## config.mk

```make
export PLATFORM = sky130hd
export DESIGN_NAME = mips_mc_controller
export DESIGN_NICKNAME = d
export VERILOG_FILES = /design/src/rtl/mips_mc_pkg.sv /design/src/rtl/mips_alu_decoder.sv /design/src/rtl/mips_mc_controller.sv
export SDC_FILE = /design/constraint.sdc
export NUM_CORES = 1
export LEC_CHECK = 0
export CAP_MARGIN = 20
export CORE_UTILIZATION = 43
export DETAILED_ROUTE_END_ITERATION = 8
export GPL_ROUTABILITY_DRIVEN = 0
export GPL_TIMING_DRIVEN = 0
export PLACE_DENSITY_LB_ADDON = 0.15
export SETUP_SLACK_MARGIN = 0.4
export SKIP_LAST_GASP = 1
export SLEW_MARGIN = 30
export SYNTH_ARGS = -nofsm -noshare
export SYNTH_HDL_FRONTEND = slang
export SYNTH_HIERARCHICAL = 1
export SYNTH_SLANG_ARGS = --single-unit
```

## constraint.sdc

```tcl
create_clock -name clk -period 1.6 [get_ports clk]
set_input_delay 0.16 -clock clk [delete_from_list [all_inputs] [get_ports clk]]
set_output_delay 0.16 -clock clk [all_outputs]
set_load 0.01 [all_outputs]
```

## src/rtl/mips_mc_pkg.sv

```systemverilog
// rtl/mips_mc_pkg.sv - shared types and encodings for the multicycle MIPS controller
package mips_mc_pkg;

    typedef enum logic [3:0] {
        S_FETCH,
        S_DECODE,
        S_MEMADR,
        S_MEMRD,
        S_MEMWB,
        S_MEMWR,
        S_EXEC,
        S_ALUWB,
        S_BRANCH,
        S_ADDIEX,
        S_ADDIWB,
        S_JUMP
    } state_t;

    localparam logic [2:0] ALU_ADD = 3'b010;
    localparam logic [2:0] ALU_SUB = 3'b110;
    localparam logic [2:0] ALU_AND = 3'b000;
    localparam logic [2:0] ALU_OR  = 3'b001;
    localparam logic [2:0] ALU_SLT = 3'b111;

    localparam logic [5:0] OP_RTYPE = 6'b000000;
    localparam logic [5:0] OP_LW    = 6'b100011;
    localparam logic [5:0] OP_SW    = 6'b101011;
    localparam logic [5:0] OP_BEQ   = 6'b000100;
    localparam logic [5:0] OP_BNE   = 6'b000101;
    localparam logic [5:0] OP_ADDI  = 6'b001000;
    localparam logic [5:0] OP_J     = 6'b000010;

    localparam logic [5:0] F_ADD = 6'b100000;
    localparam logic [5:0] F_SUB = 6'b100010;
    localparam logic [5:0] F_AND = 6'b100100;
    localparam logic [5:0] F_OR  = 6'b100101;
    localparam logic [5:0] F_SLT = 6'b101010;

    // States that own the shared memory port and run the wait counter
    function automatic logic is_mem_state(input state_t s);
        return (s == S_FETCH) || (s == S_MEMRD) || (s == S_MEMWR);
    endfunction

endpackage

```

## src/rtl/mips_alu_decoder.sv

```systemverilog
// rtl/mips_alu_decoder.sv - maps R-type funct to ALU operation and a validity flag
module mips_alu_decoder
    import mips_mc_pkg::*;
(
    input  logic [5:0] funct,
    output logic [2:0] alu_ctrl,
    output logic       funct_valid
);

    always_comb begin
        alu_ctrl    = ALU_ADD;
        funct_valid = 1'b1;
        case (funct)
            F_ADD:   alu_ctrl = ALU_ADD;
            F_SUB:   alu_ctrl = ALU_SUB;
            F_AND:   alu_ctrl = ALU_AND;
            F_OR:    alu_ctrl = ALU_OR;
            F_SLT:   alu_ctrl = ALU_SLT;
            default: funct_valid = 1'b0;
        endcase
    end

endmodule

```

## src/rtl/mips_mc_controller.sv

```systemverilog
// rtl/mips_mc_controller.sv - Moore multicycle control unit with shared-memory handshake
module mips_mc_controller
    import mips_mc_pkg::*;
#(
    parameter bit          EN_ADDI  = 1'b1,
    parameter bit          EN_JUMP  = 1'b1,
    parameter bit          EN_BNE   = 1'b0,
    parameter int unsigned WAIT_MAX = 0
) (
    input  logic       clk,
    input  logic       reset,
    input  logic [5:0] opcode,
    input  logic [5:0] funct,
    input  logic       zero,
    input  logic       mem_ready,
    output logic       mem_req,
    output logic       mem_write,
    output logic       iord,
    output logic       ir_write,
    output logic       pc_en,
    output logic [1:0] pc_src,
    output logic       alu_src_a,
    output logic [1:0] alu_src_b,
    output logic [2:0] alu_ctrl,
    output logic       reg_dst,
    output logic       mem_to_reg,
    output logic       reg_write,
    output logic       retire,
    output logic       illegal,
    output logic       timeout
);

    localparam logic [7:0] WAIT_LIM = 8'(WAIT_MAX);

    state_t     state_q, state_d;
    logic [7:0] wait_cnt_q, wait_cnt_d;
    logic [2:0] dec_alu_ctrl;
    logic       funct_valid;
    logic       op_legal;
    logic       wait_expired;

    mips_alu_decoder u_alu_decoder (
        .funct      (funct),
        .alu_ctrl   (dec_alu_ctrl),
        .funct_valid(funct_valid)
    );

    always_comb begin
        op_legal = 1'b0;
        case (opcode)
            OP_LW, OP_SW: op_legal = 1'b1;
            OP_RTYPE:     op_legal = funct_valid;
            OP_BEQ:       op_legal = 1'b1;
            OP_BNE:       op_legal = EN_BNE;
            OP_ADDI:      op_legal = EN_ADDI;
            OP_J:         op_legal = EN_JUMP;
            default:      op_legal = 1'b0;
        endcase
    end

    assign wait_expired = is_mem_state(state_q) && !mem_ready
                          && (WAIT_LIM != 8'd0) && (wait_cnt_q == WAIT_LIM);

    always_ff @(posedge clk or negedge reset) begin
        if (!reset) begin
            state_q    <= S_FETCH;
            wait_cnt_q <= 8'd0;
        end else begin
            state_q    <= state_d;
            wait_cnt_q <= wait_cnt_d;
        end
    end

    always_comb begin
        state_d = state_q;
        case (state_q)
            S_FETCH:  if (wait_expired) state_d = S_FETCH;
                      else if (mem_ready) state_d = S_DECODE;
            S_DECODE: begin
                if (!op_legal) begin
                    state_d = S_FETCH;
                end else begin
                    case (opcode)
                        OP_LW, OP_SW:   state_d = S_MEMADR;
                        OP_RTYPE:       state_d = S_EXEC;
                        OP_BEQ, OP_BNE: state_d = S_BRANCH;
                        OP_ADDI:        state_d = S_ADDIEX;
                        OP_J:           state_d = S_JUMP;
                        default:        state_d = S_FETCH;
                    endcase
                end
            end
            S_MEMADR: state_d = (opcode == OP_LW) ? S_MEMRD : S_MEMWR;
            S_MEMRD:  if (wait_expired) state_d = S_FETCH;
                      else if (mem_ready) state_d = S_MEMWB;
            S_MEMWR:  if (wait_expired || mem_ready) state_d = S_FETCH;
            S_EXEC:   state_d = S_ALUWB;
            S_ADDIEX: state_d = S_ADDIWB;
            default:  state_d = S_FETCH;
        endcase
    end

    // A timeout in FETCH keeps the state but still counts as a fresh entry
    always_comb begin
        wait_cnt_d = wait_cnt_q;
        if (is_mem_state(state_d) && ((state_d != state_q) || wait_expired)) begin
            wait_cnt_d = 8'd0;
        end else if (is_mem_state(state_q) && !mem_ready && (wait_cnt_q != 8'hFF)) begin
            wait_cnt_d = wait_cnt_q + 8'd1;
        end
    end

    // Everything is forced low while reset is held, which also drops an in-flight request
    always_comb begin
        mem_req    = 1'b0;
        mem_write  = 1'b0;
        iord       = 1'b0;
        ir_write   = 1'b0;
        pc_en      = 1'b0;
        pc_src     = 2'b00;
        alu_src_a  = 1'b0;
        alu_src_b  = 2'b00;
        alu_ctrl   = ALU_AND;
        reg_dst    = 1'b0;
        mem_to_reg = 1'b0;
        reg_write  = 1'b0;
        retire     = 1'b0;
        illegal    = 1'b0;
        timeout    = 1'b0;
        if (reset) begin
            case (state_q)
                S_FETCH: begin
                    mem_req   = 1'b1;
                    alu_src_b = 2'b01;
                    alu_ctrl  = ALU_ADD;
                    timeout   = wait_expired;
                    ir_write  = mem_ready && !wait_expired;
                    pc_en     = mem_ready && !wait_expired;
                end
                S_DECODE: begin
                    alu_src_b = 2'b11;
                    alu_ctrl  = ALU_ADD;
                    illegal   = !op_legal;
                end
                S_MEMADR: begin
                    alu_src_a = 1'b1;
                    alu_src_b = 2'b10;
                    alu_ctrl  = ALU_ADD;
                end
                S_MEMRD: begin
                    mem_req = 1'b1;
                    iord    = 1'b1;
                    timeout = wait_expired;
                end
                S_MEMWB: begin
                    mem_to_reg = 1'b1;
                    reg_write  = 1'b1;
                    retire     = 1'b1;
                end
                S_MEMWR: begin
                    mem_req   = 1'b1;
                    mem_write = 1'b1;
                    iord      = 1'b1;
                    timeout   = wait_expired;
                    retire    = mem_ready && !wait_expired;
                end
                S_EXEC: begin
                    alu_src_a = 1'b1;
                    alu_ctrl  = dec_alu_ctrl;
                end
                S_ALUWB: begin
                    reg_dst   = 1'b1;
                    reg_write = 1'b1;
                    retire    = 1'b1;
                end
                S_BRANCH: begin
                    alu_src_a = 1'b1;
                    alu_ctrl  = ALU_SUB;
                    pc_src    = 2'b01;
                    retire    = 1'b1;
                    pc_en     = (opcode == OP_BNE) ? !zero : zero;
                end
                S_ADDIEX: begin
                    alu_src_a = 1'b1;
                    alu_src_b = 2'b10;
                    alu_ctrl  = ALU_ADD;
                end
                S_ADDIWB: begin
                    reg_write = 1'b1;
                    retire    = 1'b1;
                end
                S_JUMP: begin
                    pc_src = 2'b10;
                    pc_en  = 1'b1;
                    retire = 1'b1;
                end
                default: ;
            endcase
        end
    end

endmodule

```

### Word-level counts from Yosys, hierarchy flattened

Cells that the tools add are included.

* equality and inequality tests: 25
* multiplexer cells: 39
* reductions and logical operators: 16

Operator list (count)
* $eq A6 B6 Y1 const B: 7
* $pmux W4 S7: 1
* $mux W1: 22
* $pmux W4 S5: 1
* $eq A4 B3 Y1 const B: 4
* $eq A4 B4 Y1 const B: 4
* $mux W4: 4
* $reduce_or A5 Y1: 3
* $eq A6 B3 Y1 const B: 2
* $pmux W3 S4: 1
* $pmux W3 S3: 1
* $eq A4 B2 Y1 const B: 2
* $reduce_or A2 Y1: 4
* $reduce_or A4 Y1: 2
* $eq A6 B2 Y1 const B: 1
* $eq A6 B4 Y1 const B: 1
* $logic_not A6 Y1: 1
* $mux W3: 2
* $ne A2 B2 Y1 const B: 3
* $pmux W2 S3: 1
* $reduce_or A3 Y1: 2
* $eq A4 B1 Y1 const B: 1
* $logic_not A4 Y1: 1
* $mux W2: 2
* 5 further kinds: 7

* flip-flop bits (word level): 4
* input port bits: 16
* output and inout bits: 19
* logic and storage cells: 81

### Logic depth before layout (Yosys ltp)

Gate-level depths: netlist of the first run.

* word-level depth: 7
* depth in mapped cells: 6

### Cells and area by module

Netlist of the first run, hierarchy kept.

By module, submodules not included
* mips_mc_controller: instances 1, cells an instance 103, area each 770.7 sq um, sequential area each 100.1 sq um
* mips_alu_decoder: instances 1, cells an instance 9, area each 86.3 sq um, sequential area each 0.0 sq um

### Least setup slack after synthesis of the first run

No wires, ideal clock.

* kind: flip-flop to output port
* start: register state_q[2]
* end: output pc_en
* arrival: 1273 ps
* required time: 1440 ps
* path slack: 167 ps
* cell stages (with the launch flop): 5
* path buffers: 0
* cells stage by stage: dfrtp_1 > and2b_1 > nand2_1 > nor3_1 > o2bb2ai_1

* longest elaborated chain between the ends: 3

Ends and longest elaborated chain
* start: declaration: RTL line mips_mc_controller.sv:35 `state_t state_q, state_d;`
* start signal: assignment: RTL line mips_mc_controller.sv:69 `state_q <= state_d;`
* $eq A4 B4 Y1 / $logic_not A4 Y1 (equally long branches): RTL line mips_mc_controller.sv:131 `case (state_q)`
* $pmux W1 S3 *: RTL line mips_mc_controller.sv:131
* $mux W1 *: RTL line mips_mc_controller.sv:130 `if (reset) begin`
* end: declaration: RTL line mips_mc_controller.sv:20 `output logic pc_en,`

Mark *: on every way between the ends. The rest lies on a longest branch, timed or not.

### Final worst setup path of the first run

* start: register state_q[0]
* end: output retire

* longest elaborated chain between the ends: 4

Ends and longest elaborated chain
* $eq A4 B4 Y1 / $eq A4 B3 Y1 (equally long branches): RTL line mips_mc_controller.sv:131
* $reduce_or A5 Y1 (no source line)
* $pmux W1 S2 *: RTL line mips_mc_controller.sv:131
* $mux W1 *: RTL line mips_mc_controller.sv:130
* end: declaration: RTL line mips_mc_controller.sv:28 `output logic retire,`

Marks and branches as above.

==> impl_results.md, run 1 <==
- H-Tree Depth: 1
- Antenna violations before repair: 0
- Avg WL per Cell: 17.1 um
- Worst VDD drop: 277 uV
- Synth Net Count: 128
- Vias in the first global route: 970
- Setup Viol. Count Final: 8
- CP Buf/Inv Count: 3
- Cell Int Power: 0.370 mW
- Routed WL: around 3.2 mm
- Hpwl dp: between 1.5 and 2 mm
- Cell row count: 15
- Synth Warn #: 6
- Die ar.: 0.00218 sq mm
- First-pass GRT wire length: 4.24 mm
- Pre-CTS WS: -791 ps
- Pre-antenna DRT Iters: 4
- CTS Sinks: 4
- GRT Resource Usage Total: 27.8%
- Routed via count: 1119
- Worst Path Required: about 1400 ps
- Synth area leaders: dfrtp_1, nor3_1, nor4b_4
- Crit path arrival time: 1610 ps
- Setup TNS: -526 ps
- Fmax achieved: around 570 MHz
- Final Cycle Share: 110%
- Post-synth top area share: 11.7%
- Synthesis-to-layout area growth: 77.8%
- Vias per cell: 5.98
- Dpl cell area: 0.00125 sq mm
- Post-route cell area: ~0.0015 sq mm
- Die Wd: between 40 and 50 um
- Crit path largest cell delay: 340 ps
- Bufs on Longest Clock Path: 2
- Hold path cells: 2
- Slowest CP cell: dfrtp_1
- Routed Antenna Nets: 0
- Most frequent cells in the layout: buf_2, buf_4, nor2_1
- # DRC: 0
- Net count, final: 180
- LEAKAGE: 0.658 nW
- Biggest regs: state_q (4)
- Yosys reg bits: 4
- Final worst slack: -168 ps
- Starting DRC count in detailed routing: 81
- Post-synth EDFFs: 0
- Worst Setup Path Type: reg2out
- Final Skew: 0.791 ps
- Cell Chain, Critical Path: buf_6, buf_6, nand2b_4, o21ai_0, nor2_1, buf_2
- Stages on the worst setup path: 6
- Post-Syn Area per Cell: about 7.7 sq um
- Final Max Slew Viols: 0
- Top FF cell, synth: dfrtp_1
- Largest net degree at the start of global routing: 11
- Clk_lat worst skew: roughly 250 ps
- PwrDens: roughly 390 mW/mm^2
- Hold WC Path Type: in2reg
- IO Port Bufs: 31
- Syn Std Cell Area: between 800 and 900 sq um
- Die height: ~47 um
- Residual overflow from global routing: 0
- Synth area leader: dfrtp_1
- RSZ-0062 raised after global routing: true
- CTS tree: built
- Unique cell type count in the Yosys netlist: 47
- Critical Path Start Type: flop
- Core box area: 0.00180 sq mm
- CTS buffer count: 3
- Delay-heaviest family, CP: buffers and inverters
- Logic gate share of total power: between 50% and 60%
- Cell repeated most along the worst path: buf_6
- IO Pins: 35
- Root Buffer: clkbuf_4
- Top reg by flops: state_q
- Sw Ratio: 37.5%
- Max reg flops: 4
- Register area share after synthesis: 11.7%
- Hold Violations, Final: 0
- Most common cell after layout, fill and taps aside: buf_2
- Failing checks: negative setup slack
- Ys async rst share: 100%
- NetSw: 0.221 mW
- Sequential share of power: 18.8%
- Share of cells above drive strength 1: 58.6%
- Worst setup EP type: output pin
- Reg2reg path depth: 6
- Clock power frac: around 22%
- CTS clock-pin slew for the worst setup and hold paths: 40 ps
- Status: finished with violations
- # diodes: 0
- Initial Util: 47.6%
- Worst Path Max Fanout: 6
- Post-Synthesis Cells: 112
- Max-cap violations: 0
- Tmin final: 1770 ps
- Post-layout util: a little over four fifths
-- cell families (layout without fill, tap and decap cells) --
group	after synthesis	in the layout	share of synthesized area [%]
AO/OA/AOI/OAI	26	26	21.5
AND/OR/NAND/NOR	60	60	47.4
flip-flops	4	4	11.7
XOR/XNOR	4	4	4.09
other	1	1	0.438
multiplexers	4	4	5.55
buffers and inverters	13	63	9.34
-- cell usage after synthesis (2+ instances only) --
| master | instances |
|---|---|
| nor2_1 | 12 |
| nor3_1 | 10 |
| a21oi_1 | 8 |
| nand2_1 | 7 |
| o21ai_0 | 5 |
| buf_2 | 4 |
| dfrtp_1 | 4 |
| and2_1 | 3 |
| and2b_1 | 3 |
| and3_1 | 3 |
| buf_6 | 3 |
| inv_1 | 3 |
| nand2b_1 | 3 |
| nor2b_1 | 3 |
| clkbuf_1 | 2 |
| nand2b_4 | 2 |
| nand4bb_1 | 2 |
| nor4b_4 | 2 |
| o21a_1 | 2 |
| o22ai_1 | 2 |
| xnor2_1 | 2 |
| xor2_1 | 2 |
-- worst register-to-register path, stage by stage (launching register included) --
cell      delay (ps)
dfrtp_2          430
buf_4            150
nor4b_4          270
buf_4            160
and2_4           130
o21ai_1           60
o211ai_1         170
-- path summary, 6_finish.rpt --
check                      slack (ps)  startpoint    endpoint
setup / recovery                 -170  state_q[0]      retire
hold / removal                    160   opcode[3]  state_q[2]
setup reg to reg                  140  state_q[2]  state_q[1]
hold reg to reg                   700  state_q[2]  state_q[3]
max in group asynchronous         910       reset  state_q[2]
min in group asynchronous         500       reset  state_q[3]
-- power groups by stage --
| stage | Combinational, mW | Sequential (mW) | Clock (mW) |
|---|---|---|---|
| finish | 0.349 | 0.111 | 0.131 |
| global route | 0.365 | 0.111 | 0.138 |
| CTS | 0.304 | 0.110 | 0.132 |
| detailed placement | 0.260 | 0.111 | 0 |
| global placement | 0.258 | 0.111 | 0 |
| floorplan | 0.157 | 0.111 | 0 |
-- repair_timing --
action / CTS / global route
gates resized for setup: 111 / 27
buffers inserted: 7 / 5
endpoints found under the setup margin: 21 / 21
pin swaps: 11 / 12
endpoints found under the hold margin: 4 / 0
hold buffers: 1 / 0
cloned: 3 / 0
-- per-stage QoR --
stage               hold WS, ps  power, mW  instances
floorplan                  -136      0.267        112
global placement            397      0.369        168
detailed placement          402      0.372        168
CTS                         159      0.546        182
global route                172      0.614        187
finish                      159      0.591        187
-- metal layers --
layer	routed length, um	up-vias	global-route usage (%)
li1	-	506	-
met1	1250	520	32.3
met2	1550	78	49.7
met3	264	15	3.53
met4	123	0	12.6
met5	0	-	0
-- cell type report --
type	count	area, sq um
well taps	25	31.3
inverters	3	11.3
flip-flops and latches	4	103
repair buffers	47	405
multi-input cells	95	838
fillers	107	278
plain buffers	10	113
clock buffers	3	22.5
Power figures use the tool's default switching activity.
==> inputs of run 2 (changes only) <==
--- a/config.mk
+++ b/config.mk
@@ -10,10 +10,10 @@
 export DETAILED_ROUTE_END_ITERATION = 8
 export GPL_ROUTABILITY_DRIVEN = 0
 export GPL_TIMING_DRIVEN = 0
-export PLACE_DENSITY_LB_ADDON = 0.15
+export PLACE_DENSITY = 0.8
 export SETUP_SLACK_MARGIN = 0.4
 export SKIP_LAST_GASP = 1
-export SLEW_MARGIN = 30
+export SLEW_MARGIN = 5
 export SYNTH_ARGS = -nofsm -noshare
 export SYNTH_HDL_FRONTEND = slang
 export SYNTH_HIERARCHICAL = 1
==> run 2 against run 1 <==
  * The run still ends with negative setup slack left
  * Clock power rose by 11%
  * Hold slack improved by 0.62 ps
  * Clock skew rose by 6.3 ps
==> impl_results.md, run 2 (synthesis gave the netlist of run 1 again) <==
- Crit path largest cell delay: 380 ps (+40 ps)
- Net count, final: 191 (+6.1%)
- Worst VDD drop: 413 uV (+49%)
- Routed Antenna Nets: 0 (unchanged)
- # diodes: 0 (unchanged)
- Die ar.: 0.00218 sq mm (unchanged)
- Placed cells: 168 (unchanged)
- Final Cycle Share: 108% (-2.4 points)
- Cell Chain, Critical Path: buf_6, buf_4, nand2b_4, o21ai_0, nor2_1, buf_2
- Status: finished with violations
- M2 GR Usage: 57.2% (+7.5 points)
- Residual overflow from global routing: 0 (unchanged)
- Root Buffer: clkbuf_4
- Bufs on Longest Clock Path: 2 (unchanged)
- Core box area: 0.00180 sq mm (unchanged)
- Synthesis-to-layout area growth: 84.1%
- Max-cap violations: 0 (unchanged)
- CP Buf/Inv Count: 3 (unchanged)
- Routed WL: 3.91 mm (+22%)
- Delay-heaviest family, CP: buffers and inverters
- Antenna violations before repair: 0 (unchanged)
- Die height: 46.6 um (unchanged)
- IO Pins: 35 (unchanged)
- RSZ-0062 raised after global routing: true
- Biggest regs: state_q (4)
- CTS Sinks: 4 (unchanged)
- Pre-antenna DRT Iters: 4 (unchanged)
- GRT met1 Usage: 39.0% (+6.7 points)
- Final std cells w/o fill: 198 (+5.9%)
- First-pass GRT wire length: 4.91 mm (+16%)
- Final Skew: 7.12 ps (+6.33 ps)
- Post-layout util: 87.6% (+3.0 points)
- Routing usage on met3: 2.75% (-0.78 points)
- # DRC: 0 (unchanged)
- Clk_lat worst skew: 260 ps (about the same)
- Cell row count: 15 (unchanged)
- CTS buffer count: 3 (unchanged)
- Fmax achieved: 579 MHz (+2.3%)
- Most common cell after layout, fill and taps aside: buf_4
- Die Wd: 46.6 um (unchanged)
- Vias in the first global route: 1003 (+3.4%)
- Crit path arrival time: 1570 ps (-40 ps)
- Post-route cell area: 0.00158 sq mm (+3.5%)
- Most frequent cells in the layout: buf_4, buf_2, buf_6
- Worst Setup Path Type: reg2out
- Dpl cell area: 0.00125 sq mm (unchanged)
- Tmin final: 1730 ps (-39.1 ps)
- Routed via count: 1203 (+7.5%)
- Starting DRC count in detailed routing: 50 (-38%)
- CTS tree: built
- Top reg by flops: state_q
- Share of cells above drive strength 1: 60.7% (+2.1 points)
- Final Max Slew Viols: 0 (unchanged)
- H-Tree Depth: 1 (unchanged)
- IO Port Bufs: 31 (unchanged)
- Pre-CTS WS: -842 ps (-51.0 ps)
- Hold Violations, Final: 0 (unchanged)
- Final worst slack: -129 ps (+39.1 ps)
- Worst Path Required: 1440 ps (about the same)
- Worst Path Max Fanout: 7 (+1)
- CTS clock-pin slew for the worst setup and hold paths: 50 ps (about the same)
- Critical Path Start Type: flop
- Hold WC Path Type: in2reg
- Worst setup EP type: output pin
- Avg WL per Cell: 19.7 um (+16%)
- GRT Resource Usage Total: 31.4% (+3.6 points)
- Largest net degree at the start of global routing: 11 (unchanged)
- Slowest CP cell: dfrtp_1
- Initial Util: 47.6% (unchanged)
- Hpwl dp: 1.79 mm (+11%)
- PwrDens: 397 mW/mm^2 (+2.5%)
- Setup TNS: -451 ps (+74.8 ps)
- GRT Max-Usage Layer: met2
- Max reg flops: 4 (unchanged)
- Failing checks: negative setup slack
- Setup Viol. Count Final: 8 (unchanged)
- Vias per cell: 6.08 (+1.5%)
- LEAKAGE: 0.729 nW (+11%)
[run 2: changes by cell type in the layout (fill, tap and decap cells not counted), sizes merged]
cell,before,now
buf,37,54
clkdlybuf4s15,6,3
clkbuf,8,5
[run 2: worst register-to-register path: stages (launching register included)]
cell	delay, ps
dfrtp_1	380
buf_6	160
buf_4	120
nor4b_4	260
buf_4	190
and2_4	140
o21ai_2	50
o211ai_1	200
[run 2: routing by layer]
metal	up-vias	wire (um)	part of all wire [%]
li1	531	-	-
met1	561	1490	38
met2	96	1940	50
met3	15	347	8.9
met4	0	122	3.1
met5	-	0	0
[run 2: what timing repair did]
action | in CTS | in global routing
pin swaps | 13 | 14
hold buffers | 1 | 0
endpoints found under the hold margin | 4 | 0
gates cloned | 0 | 2
gates resized for setup | 120 | 24
setup buffers | 18 | 6
setup endpoints to repair | 21 | 21
[run 2: per-stage QoR]
stage,power (mW),hold slack (ps)
after floorplan,0.267,-136
after global placement,0.369,392
after detailed placement,0.374,396
after CTS,0.541,174
after global routing,0.643,177
final,0.627,159
[run 2: final timing paths]
path	from	end	slack (ps)	cells after the start
worst max-delay path	state_q[0]	retire	-130	6
worst min-delay path	opcode[3]	state_q[2]	160	2
worst max register to register	state_q[0]	state_q[1]	-10	7
worst min register to register	state_q[1]	state_q[3]	790	3
max in group asynchronous	reset	state_q[3]	960	2
min in group asynchronous	reset	state_q[0]	450	2
[run 2: power by group]
| part | internal (mW) | switching (mW) |
|---|---|---|
| logic | 0.187 | 0.184 |
| clock network | 0.0852 | 0.0597 |
| registers | 0.106 | 0.00535 |
| total | 0.379 | 0.249 |
[run 2: layout make-up]
type	instances	area, sq um
multi-input cells	95	832
repair buffers	58	462
fillers	93	224
plain buffers	10	116
flip-flops and latches	4	103
well taps	25	31.3
clock buffers	3	22.5
inverters	3	11.3
